===== src/rtl/control_unit_if.sv =====
// control_unit_if: control-unit <-> datapath bundle (run/memory handshake, IR feedback, strobes, status)
interface control_unit_if;
  logic        run;
  logic        mem_rdy;
  logic [31:0] ir;
  logic [15:0] r_out;
  logic [15:0] r_in;
  logic        PCout, PCin, IncPC, MARin, Read, MDRin, MDRout, IRin;
  logic        Yin, Zin, Zlowout, Zhighout, LOin, HIin;
  logic [12:0] alu_op;
  logic        busy;
  logic        done;
  logic        illegal;
  modport master (
    input  run, mem_rdy, ir,
    output r_out, r_in, PCout, PCin, IncPC, MARin, Read, MDRin, MDRout, IRin,
           Yin, Zin, Zlowout, Zhighout, LOin, HIin, alu_op, busy, done, illegal
  );
  modport slave (
    output run, mem_rdy, ir,
    input  r_out, r_in, PCout, PCin, IncPC, MARin, Read, MDRin, MDRout, IRin,
           Yin, Zin, Zlowout, Zhighout, LOin, HIin, alu_op, busy, done, illegal
  );
endinterface


===== src/rtl/control_unit.sv =====
// control_unit: hardwired fetch/decode/ALU sequencer; define CU_MULDIV_EN to enable MUL/DIV (T6, LOin/HIin/Zhighout)
module control_unit #(
  parameter int OPW = 5
) (
  input logic          clk,
  input logic          reset,
  control_unit_if.master bus
);
  typedef enum logic [3:0] {IDLE, T0, T1, T2, T3, T4, T5, T6, HALT} state_t;
  state_t state, nxt;
  logic [OPW-1:0] op;
  logic [3:0] ra, rb, rc;
  logic bin, un, md, legal, last, ill_q;
  logic [12:0] alu;
  assign op = bus.ir[31 -: OPW];
  assign ra = bus.ir[26:23];
  assign rb = bus.ir[22:19];
  assign rc = bus.ir[18:15];
  // opcode class and one-hot ALU select; bit 12 = AND ... bit 0 = NOT
  always_comb begin
    bin = 1'b0;
    un  = 1'b0;
    md  = 1'b0;
    alu = '0;
    case (op)
      5'b00011: begin bin = 1'b1; alu = 13'h0400; end
      5'b00100: begin bin = 1'b1; alu = 13'h0200; end
      5'b00101: begin bin = 1'b1; alu = 13'h1000; end
      5'b00110: begin bin = 1'b1; alu = 13'h0800; end
      5'b00111: begin bin = 1'b1; alu = 13'h0008; end
      5'b01000: begin bin = 1'b1; alu = 13'h0004; end
      5'b01001: begin bin = 1'b1; alu = 13'h0040; end
      5'b01010: begin bin = 1'b1; alu = 13'h0020; end
      5'b01011: begin bin = 1'b1; alu = 13'h0010; end
`ifdef CU_MULDIV_EN
      5'b01111: begin md = 1'b1; alu = 13'h0100; end
      5'b10000: begin md = 1'b1; alu = 13'h0080; end
`endif
      5'b10001: begin un = 1'b1; alu = 13'h0002; end
      5'b10010: begin un = 1'b1; alu = 13'h0001; end
      default: ;
    endcase
  end
  assign legal = bin | un | md;
  assign last  = (state == T4 && un) || (state == T5 && bin) || (state == T6);
  // state register; reset wins in every state, including a T1 stall
  always_ff @(posedge clk)
    state <= !reset ? IDLE : nxt;
  // sticky illegal-opcode flag, cleared only by reset
  always_ff @(posedge clk)
    ill_q <= !reset ? 1'b0 : (ill_q | (state == T3 && !legal));
  // next-state: run is only looked at in IDLE and in the done step
  always_comb begin
    nxt = state;
    case (state)
      IDLE:    nxt = bus.run ? T0 : IDLE;
      T0:      nxt = T1;
      T1:      nxt = bus.mem_rdy ? T2 : T1;
      T2:      nxt = T3;
      T3:      nxt = legal ? T4 : HALT;
      T4:      nxt = un ? (bus.run ? T0 : IDLE) : T5;
      T5:      nxt = md ? T6 : (bus.run ? T0 : IDLE);
      T6:      nxt = bus.run ? T0 : IDLE;
      default: nxt = HALT;
    endcase
  end
  // Moore strobe decode from state and ir
  always_comb begin
    bus.r_out    = '0;
    bus.r_in     = '0;
    bus.PCout    = 1'b0;
    bus.PCin     = 1'b0;
    bus.IncPC    = 1'b0;
    bus.MARin    = 1'b0;
    bus.Read     = 1'b0;
    bus.MDRin    = 1'b0;
    bus.MDRout   = 1'b0;
    bus.IRin     = 1'b0;
    bus.Yin      = 1'b0;
    bus.Zin      = 1'b0;
    bus.Zlowout  = 1'b0;
    bus.Zhighout = 1'b0;
    bus.LOin     = 1'b0;
    bus.HIin     = 1'b0;
    bus.alu_op   = '0;
    bus.busy     = state != IDLE && state != HALT;
    bus.done     = last;
    bus.illegal  = ill_q;
    case (state)
      T0: begin
        bus.PCout = 1'b1;
        bus.MARin = 1'b1;
        bus.IncPC = 1'b1;
        bus.PCin  = 1'b1;
      end
      T1: begin
        bus.Read  = 1'b1;
        bus.MDRin = 1'b1;
      end
      T2: begin
        bus.MDRout = 1'b1;
        bus.IRin   = 1'b1;
      end
      T3: begin
        bus.r_out  = legal ? 16'(1) << rb : '0;
        bus.Yin    = bin | md;
        bus.Zin    = un;
        bus.alu_op = un ? alu : '0;
      end
      T4: begin
        bus.r_out   = un ? '0 : 16'(1) << rc;
        bus.Zin     = !un;
        bus.alu_op  = un ? '0 : alu;
        bus.Zlowout = un;
        bus.r_in    = un ? 16'(1) << ra : '0;
      end
      T5: begin
        bus.Zlowout = 1'b1;
        bus.r_in    = bin ? 16'(1) << ra : '0;
`ifdef CU_MULDIV_EN
        bus.LOin    = md;
`endif
      end
`ifdef CU_MULDIV_EN
      T6: begin
        bus.Zhighout = 1'b1;
        bus.HIin     = 1'b1;
      end
`endif
      default: ;
    endcase
  end
endmodule


===== src/flat_wrapper.sv =====
// flat-port wrapper written by rule: the top's interface ports become plain ports
module control_unit_flat 
#(
  parameter int OPW = 5
)
  (clk, reset, bus_run, bus_mem_rdy, bus_ir, bus_r_out, bus_r_in, bus_PCout, bus_PCin, bus_IncPC, bus_MARin, bus_Read, bus_MDRin, bus_MDRout, bus_IRin, bus_Yin, bus_Zin, bus_Zlowout, bus_Zhighout, bus_LOin, bus_HIin, bus_alu_op, bus_busy, bus_done, bus_illegal);
  control_unit_if bus_i ();
  input logic clk;
  input logic reset;
  input wire logic [$bits(bus_i.run)-1:0] bus_run;
  input wire logic [$bits(bus_i.mem_rdy)-1:0] bus_mem_rdy;
  input wire logic [$bits(bus_i.ir)-1:0] bus_ir;
  output wire logic [$bits(bus_i.r_out)-1:0] bus_r_out;
  output wire logic [$bits(bus_i.r_in)-1:0] bus_r_in;
  output wire logic [$bits(bus_i.PCout)-1:0] bus_PCout;
  output wire logic [$bits(bus_i.PCin)-1:0] bus_PCin;
  output wire logic [$bits(bus_i.IncPC)-1:0] bus_IncPC;
  output wire logic [$bits(bus_i.MARin)-1:0] bus_MARin;
  output wire logic [$bits(bus_i.Read)-1:0] bus_Read;
  output wire logic [$bits(bus_i.MDRin)-1:0] bus_MDRin;
  output wire logic [$bits(bus_i.MDRout)-1:0] bus_MDRout;
  output wire logic [$bits(bus_i.IRin)-1:0] bus_IRin;
  output wire logic [$bits(bus_i.Yin)-1:0] bus_Yin;
  output wire logic [$bits(bus_i.Zin)-1:0] bus_Zin;
  output wire logic [$bits(bus_i.Zlowout)-1:0] bus_Zlowout;
  output wire logic [$bits(bus_i.Zhighout)-1:0] bus_Zhighout;
  output wire logic [$bits(bus_i.LOin)-1:0] bus_LOin;
  output wire logic [$bits(bus_i.HIin)-1:0] bus_HIin;
  output wire logic [$bits(bus_i.alu_op)-1:0] bus_alu_op;
  output wire logic [$bits(bus_i.busy)-1:0] bus_busy;
  output wire logic [$bits(bus_i.done)-1:0] bus_done;
  output wire logic [$bits(bus_i.illegal)-1:0] bus_illegal;
  assign bus_i.run = bus_run;
  assign bus_i.mem_rdy = bus_mem_rdy;
  assign bus_i.ir = bus_ir;
  assign bus_r_out = bus_i.r_out;
  assign bus_r_in = bus_i.r_in;
  assign bus_PCout = bus_i.PCout;
  assign bus_PCin = bus_i.PCin;
  assign bus_IncPC = bus_i.IncPC;
  assign bus_MARin = bus_i.MARin;
  assign bus_Read = bus_i.Read;
  assign bus_MDRin = bus_i.MDRin;
  assign bus_MDRout = bus_i.MDRout;
  assign bus_IRin = bus_i.IRin;
  assign bus_Yin = bus_i.Yin;
  assign bus_Zin = bus_i.Zin;
  assign bus_Zlowout = bus_i.Zlowout;
  assign bus_Zhighout = bus_i.Zhighout;
  assign bus_LOin = bus_i.LOin;
  assign bus_HIin = bus_i.HIin;
  assign bus_alu_op = bus_i.alu_op;
  assign bus_busy = bus_i.busy;
  assign bus_done = bus_i.done;
  assign bus_illegal = bus_i.illegal;
  control_unit #(.OPW(OPW)) u_core (.clk(clk), .reset(reset), .bus(bus_i));
endmodule

===== config.mk =====
export PLATFORM = sky130hd
export DESIGN_NAME = control_unit_flat
export DESIGN_NICKNAME = d
export VERILOG_FILES = /design/src/rtl/control_unit_if.sv /design/src/rtl/control_unit.sv /design/src/flat_wrapper.sv
export SDC_FILE = /design/constraint.sdc
export NUM_CORES = 1
export LEC_CHECK = 0
export ABC_CLOCK_PERIOD_IN_PS = 1500
export CORE_MARGIN = 5
export CORE_UTILIZATION = 29
export DETAILED_ROUTE_END_ITERATION = 12
export GPL_ROUTABILITY_DRIVEN = 0
export PLACE_DENSITY = 0.78
export SYNTH_ARGS = -nofsm -noshare
export SYNTH_HDL_FRONTEND = slang
export SYNTH_SLANG_ARGS = --single-unit

===== constraint.sdc =====
create_clock -name clk -period 1.5 [get_ports clk]
set_clock_uncertainty 0.05 [all_clocks]
set_input_delay 0.15 -clock clk [delete_from_list [all_inputs] [get_ports clk]]
set_output_delay 0.15 -clock clk [all_outputs]
set_load 0.05 [all_outputs]

==> results of run 1 <==
[cells by family after synthesis]
kind of cell    Yosys count
compound gates           37
buf+inv                  22
xor+xnor                  1
other cells               1
simple gates             99
flops                     5
[per-stage QoR]
| step | cells | instance area (um2) | hold WS, ns |
|---|---|---|---|
| 3_3_place_gp | 333 | 3370 | 0.389 |
| 2_1_floorplan | 169 | 1690 | 0.214 |
| 3_5_place_dp | 333 | 3370 | 0.422 |
==> results.toml, run 1 <==
[floorplan]
fp.dieH_um = 72.7
fp.dieW_um = 72.7
row_count = 22
initial_core_util_pct = 30.4
top_level_ports = 98

[clock_tree]
post_cts_resize_count = 68
cts.root.buffer_cell = "sky130_fd_sc_hd__clkbuf_8"
max_clock_buf_depth = 2
numClockSinks = 5
cts_made_buffers = 3
h-tree-depth = 1
cts_hold_buffers = 0
cts.repair_timing.setup_buffer_count = 11

[synth]
synth-compound-area-share_pct = 28.1
synth-edff-count = 0
post_synth_instance_area_um2 = 1140
yosys_register_bits = 5
yosysSeqAreaShare_pct = 8.79
main_combinational_cell_family_by_area_after_synthesis = "simple AND/OR/NAND/NOR gates"
post_synth.cell_area_avg_um2 = 6.90
ys_top_cells_by_count = "sky130_fd_sc_hd__nor2_1, sky130_fd_sc_hd__nand2_1, sky130_fd_sc_hd__buf_4"
synthMuxAreaShare_pct = 0
yosys.cell_count.top_type = "sky130_fd_sc_hd__nor2_1"
yosys-top-cells-area = "sky130_fd_sc_hd__nor2_1, sky130_fd_sc_hd__dfxtp_1, sky130_fd_sc_hd__buf_4, sky130_fd_sc_hd__nand2b_1, sky130_fd_sc_hd__o22ai_1"
synthDominantCellAreaShare_pct = 9.23
synth-xor-area-share_pct = 1.43
synth-simple-area-share_pct = 47.8
synthDominantAreaCellType = "sky130_fd_sc_hd__nor2_1"
post_synth_inst_count = 165
post_synth_cell_types = 44
adder_cell_share_of_the_synthesized_area_pct = 0
async_reset_ff_share_pct = 0
most_used_flip_flop_cell_after_synthesis = "sky130_fd_sc_hd__dfxtp_1"
synth_warnings = 0

[outcome]
status = "did not finish"
run.stop_error = "[ERROR DPL-0033] detailed placement checks failed during check placement."
failing_step = "clock tree synthesis (4_1_cts)"

[placed_design]
portBuffers = 77
dp_hpwl_um = 5590
place_ws_ns = -0.842
==> run 2, diff against run 1 <==
--- a/config.mk
+++ b/config.mk
@@ -5,12 +5,12 @@
 export SDC_FILE = /design/constraint.sdc
 export NUM_CORES = 1
 export LEC_CHECK = 0
-export ABC_CLOCK_PERIOD_IN_PS = 1500
-export CORE_MARGIN = 5
-export CORE_UTILIZATION = 29
+export ABC_CLOCK_PERIOD_IN_PS = 2000
+export CORE_AREA = 5 5 66 68
 export DETAILED_ROUTE_END_ITERATION = 12
+export DIE_AREA = 0 0 71 73
 export GPL_ROUTABILITY_DRIVEN = 0
-export PLACE_DENSITY = 0.78
+export PLACE_DENSITY_LB_ADDON = 0.15
 export SYNTH_ARGS = -nofsm -noshare
 export SYNTH_HDL_FRONTEND = slang
 export SYNTH_SLANG_ARGS = --single-unit
==> constraint.sdc (replaced) <==
create_clock -name clk -period 2 [get_ports clk]
set_clock_uncertainty 0.05 [all_clocks]
set_input_delay 0.2 -clock clk [delete_from_list [all_inputs] [get_ports clk]]
set_output_delay 0.2 -clock clk [all_outputs]
set_load 0.05 [all_outputs]
==> run 2 against run 1 <==
  * The flow now finishes, with violations (setup timing)
  * Synthesized cell count stayed put
  * Synthesized area stayed put
==> results.toml, run 2 <==
[synth]
synthMuxAreaShare_pct = 0
post_synth.cell_area_avg_um2 = 6.90
post_synth_cell_types = 44
yosys-top-cells-area = "sky130_fd_sc_hd__nor2_1, sky130_fd_sc_hd__dfxtp_1, sky130_fd_sc_hd__buf_4, sky130_fd_sc_hd__nand2b_1, sky130_fd_sc_hd__o22ai_1"
main_combinational_cell_family_by_area_after_synthesis = "simple AND/OR/NAND/NOR gates"
synth_warnings = 0
synth-xor-area-share_pct = 1.43
post_synth_inst_count = 165
synthDominantCellAreaShare_pct = 9.23
yosysSeqAreaShare_pct = 8.79
yosys.cell_count.top_type = "sky130_fd_sc_hd__nor2_1"
post_synth_instance_area_um2 = 1140
most_used_flip_flop_cell_after_synthesis = "sky130_fd_sc_hd__dfxtp_1"
yosys_register_bits = 5
synth-edff-count = 0
ys_top_cells_by_count = "sky130_fd_sc_hd__nor2_1, sky130_fd_sc_hd__nand2_1, sky130_fd_sc_hd__buf_4"
synthDominantAreaCellType = "sky130_fd_sc_hd__nor2_1"
adder_cell_share_of_the_synthesized_area_pct = 0
synth-compound-area-share_pct = 28.1
async_reset_ff_share_pct = 0
synth-simple-area-share_pct = 47.8

[power_and_ir_drop]
power.clock.fraction_pct = 26.9
power_density_nw_per_um2 = 243
power.switching_fraction_pct = 46.1
power.internal_uw = 455
total_net_switching_power_uw = 389
comb_power_share_pct = 59.1
overall_power_consumption_uw = 845
seqPwrFrac_pct = 14.0
static-leakage-power_uw = 0.00126
vdd.ir_drop.worst_mv = 0.152

[critical_path]
critical_path.max_fanout = 5
worstPathArrival_ns = 2.01
slowest_stage = "sky130_fd_sc_hd__dfxtp_4"
worst_path_dominant_cell_family = "buffers and inverters"
critical_path.most_common_cell = "sky130_fd_sc_hd__buf_4"
timing.reg2reg.worst_path_depth = 8
worst-endpoint-required_ns = 1.75
critPathMaxStageDelay_ns = 0.38
sort_of_element_at_the_end_of_the_critical_path = "primary output"
timing.critical_path.depth = 8
worstSetupPathType = "reg2out"
cp_num_buf_inv = 4
worstSetupStartpointType = "register"
critical_path.cell_chain = "buf_4 > nand2b_4 > a211oi_2 > buf_4 > o2111ai_4 > buf_4 > nor4_4 > buf_12"

[clock_tree]
numClockSinks = 5
worst_skew_pair.late_latency_ns = 0.25
h-tree-depth = 1
cts_made_buffers = 3
cts_hold_buffers = 0
tritoncts = "yes"
cts.root.buffer_cell = "sky130_fd_sc_hd__clkbuf_8"
clkTransAtPathRegs_ns = 0.05
max_clock_buf_depth = 2

[layout]
final_cell_mix = "sky130_fd_sc_hd__buf_12, sky130_fd_sc_hd__buf_4, sky130_fd_sc_hd__clkdlybuf4s50_1"
post_route_cells_drive_above_1_share_pct = 66.6
antennaDiodeCount = 0
layout.cells.non_filler = 343
final_nets = 330
areaGrowthSynthToFinish_pct = 205
number_of_flip_flops_under_the_largest_register_name = 4
final_common_cell = "sky130_fd_sc_hd__buf_12"
register_name_with_the_most_flops = "u_core.state"

[sta]
setup-tns-final_ns = -4.76
timing.hold.ws_ns = 0.422
layout_worst_path_cycle_share_pct = 113
achievable-frequency_mhz = 443
timing.final.setup_violations = 39
setup_repair_after_global_routing_missed_its_margin = "true"
period_minus_slack_ns = 2.26
final-hold-violation-count = 0
max_slew.worst_pin.slew_ns = 0.521
post-route-worst-setup-slack_ns = -0.258
slew_headroom_pct = 65.2
final-max-slew-violation-count = 0

[outcome]
violated_checks = "setup timing"
status = "finished, violations left"

[global_route]
grt_pass1_wl_um = 10800
first_global_vias = 2012
gr-total-overflow = 0
groute.usage.overall_pct = 26.5
antenna_found_initial = 0
grt_start_max_net_pins = 11

[run]
maxCapViolations = 0

[floorplan]
fp.dieArea_um2 = 5180
fp.dieW_um = 71
row_count = 23
top_level_ports = 98
design.core.area_um2 = 3800
fp.dieH_um = 73
initial_core_util_pct = 30.0

[worst_hold_path]
hold_path_depth = 1
hold_class = "reg2reg"

[routing]
drt_first_pass_iters = 4
ant_nets = 0
drt_first_iter_violations = 130
drc_errors = 0
wl_um = 7990
vias_per_cell = 5.67
vias_after_detailed_routing = 1945
drt-wirelength-per-cell_um = 23.3

[placed_design]
portBuffers = 77
place_ws_ns = -0.470
placed_cells = 316
dp_hpwl_um = 4460
[run 2: cell counts after synthesis]
Identical to the previous run, type by type.
[run 2: cell families after synthesis]
family          count (synthesis)
compound gates                 37
xor+xnor                        1
buf+inv                        22
flops                           5
other cells                     1
simple gates                   99
[run 2: worst paths after layout]
| kind | start | end | slack, ns |
|---|---|---|---|
| worst max-delay path | u_core.state[1] | bus_r_in[4] | -0.26 |
| worst min register to register | u_core.bus.illegal | u_core.bus.illegal | 0.42 |
| worst max register to register | u_core.state[1] | u_core.state[3] | 0.16 |
| worst min-delay path | u_core.bus.illegal | u_core.bus.illegal | 0.42 |
[run 2: metal layers]
| metal | share of wire [%] | wire length (um) | global-route usage, % |
|---|---|---|---|
| met5 | 0 | 0 | 0 |
| met4 | 5.6 | 450 | 12.7 |
| met3 | 6.1 | 486 | 4.82 |
| met2 | 54 | 4310 | 52.8 |
| met1 | 34 | 2740 | 26.0 |
[run 2: power groups by stage]
stage / clock network [uW] / registers (uW) / logic, uW
6_report: 227 / 118 / 499
4_1_cts: 205 / 117 / 459
2_1_floorplan: 0 / 111 / 257
5_1_grt: 231 / 118 / 520
3_5_place_dp: 0 / 117 / 422
3_3_place_gp: 0 / 116 / 408
[run 2: area by class of cell]
class / count / area [um2]
Tap cell: 50 / 62.6
Sequential cell: 5 / 113
Clock buffer: 4 / 45.0
Fill cell: 120 / 320
Timing Repair Buffer: 141 / 1850
Multi-Input combinational cell: 142 / 1400
Inverter: 1 / 3.75
[run 2: metrics by stage]
stage | cell area, um2 | utilization, %
after floorplan | 1430 | -
after global placement | 2950 | 77.6
after detailed placement | 2950 | 77.6
after CTS | 3340 | 87.8
after global routing | 3480 | 91.6
final | 3480 | 91.6
[run 2: what timing repair did]
item / CTS / global route
endpoints found under the setup margin: 46 / 46
buffers inserted: 14 / 11
resized for setup: 56 / 20
pin swaps: 24 / 24
No activity file was read; power rests on OpenSTA's default activity.
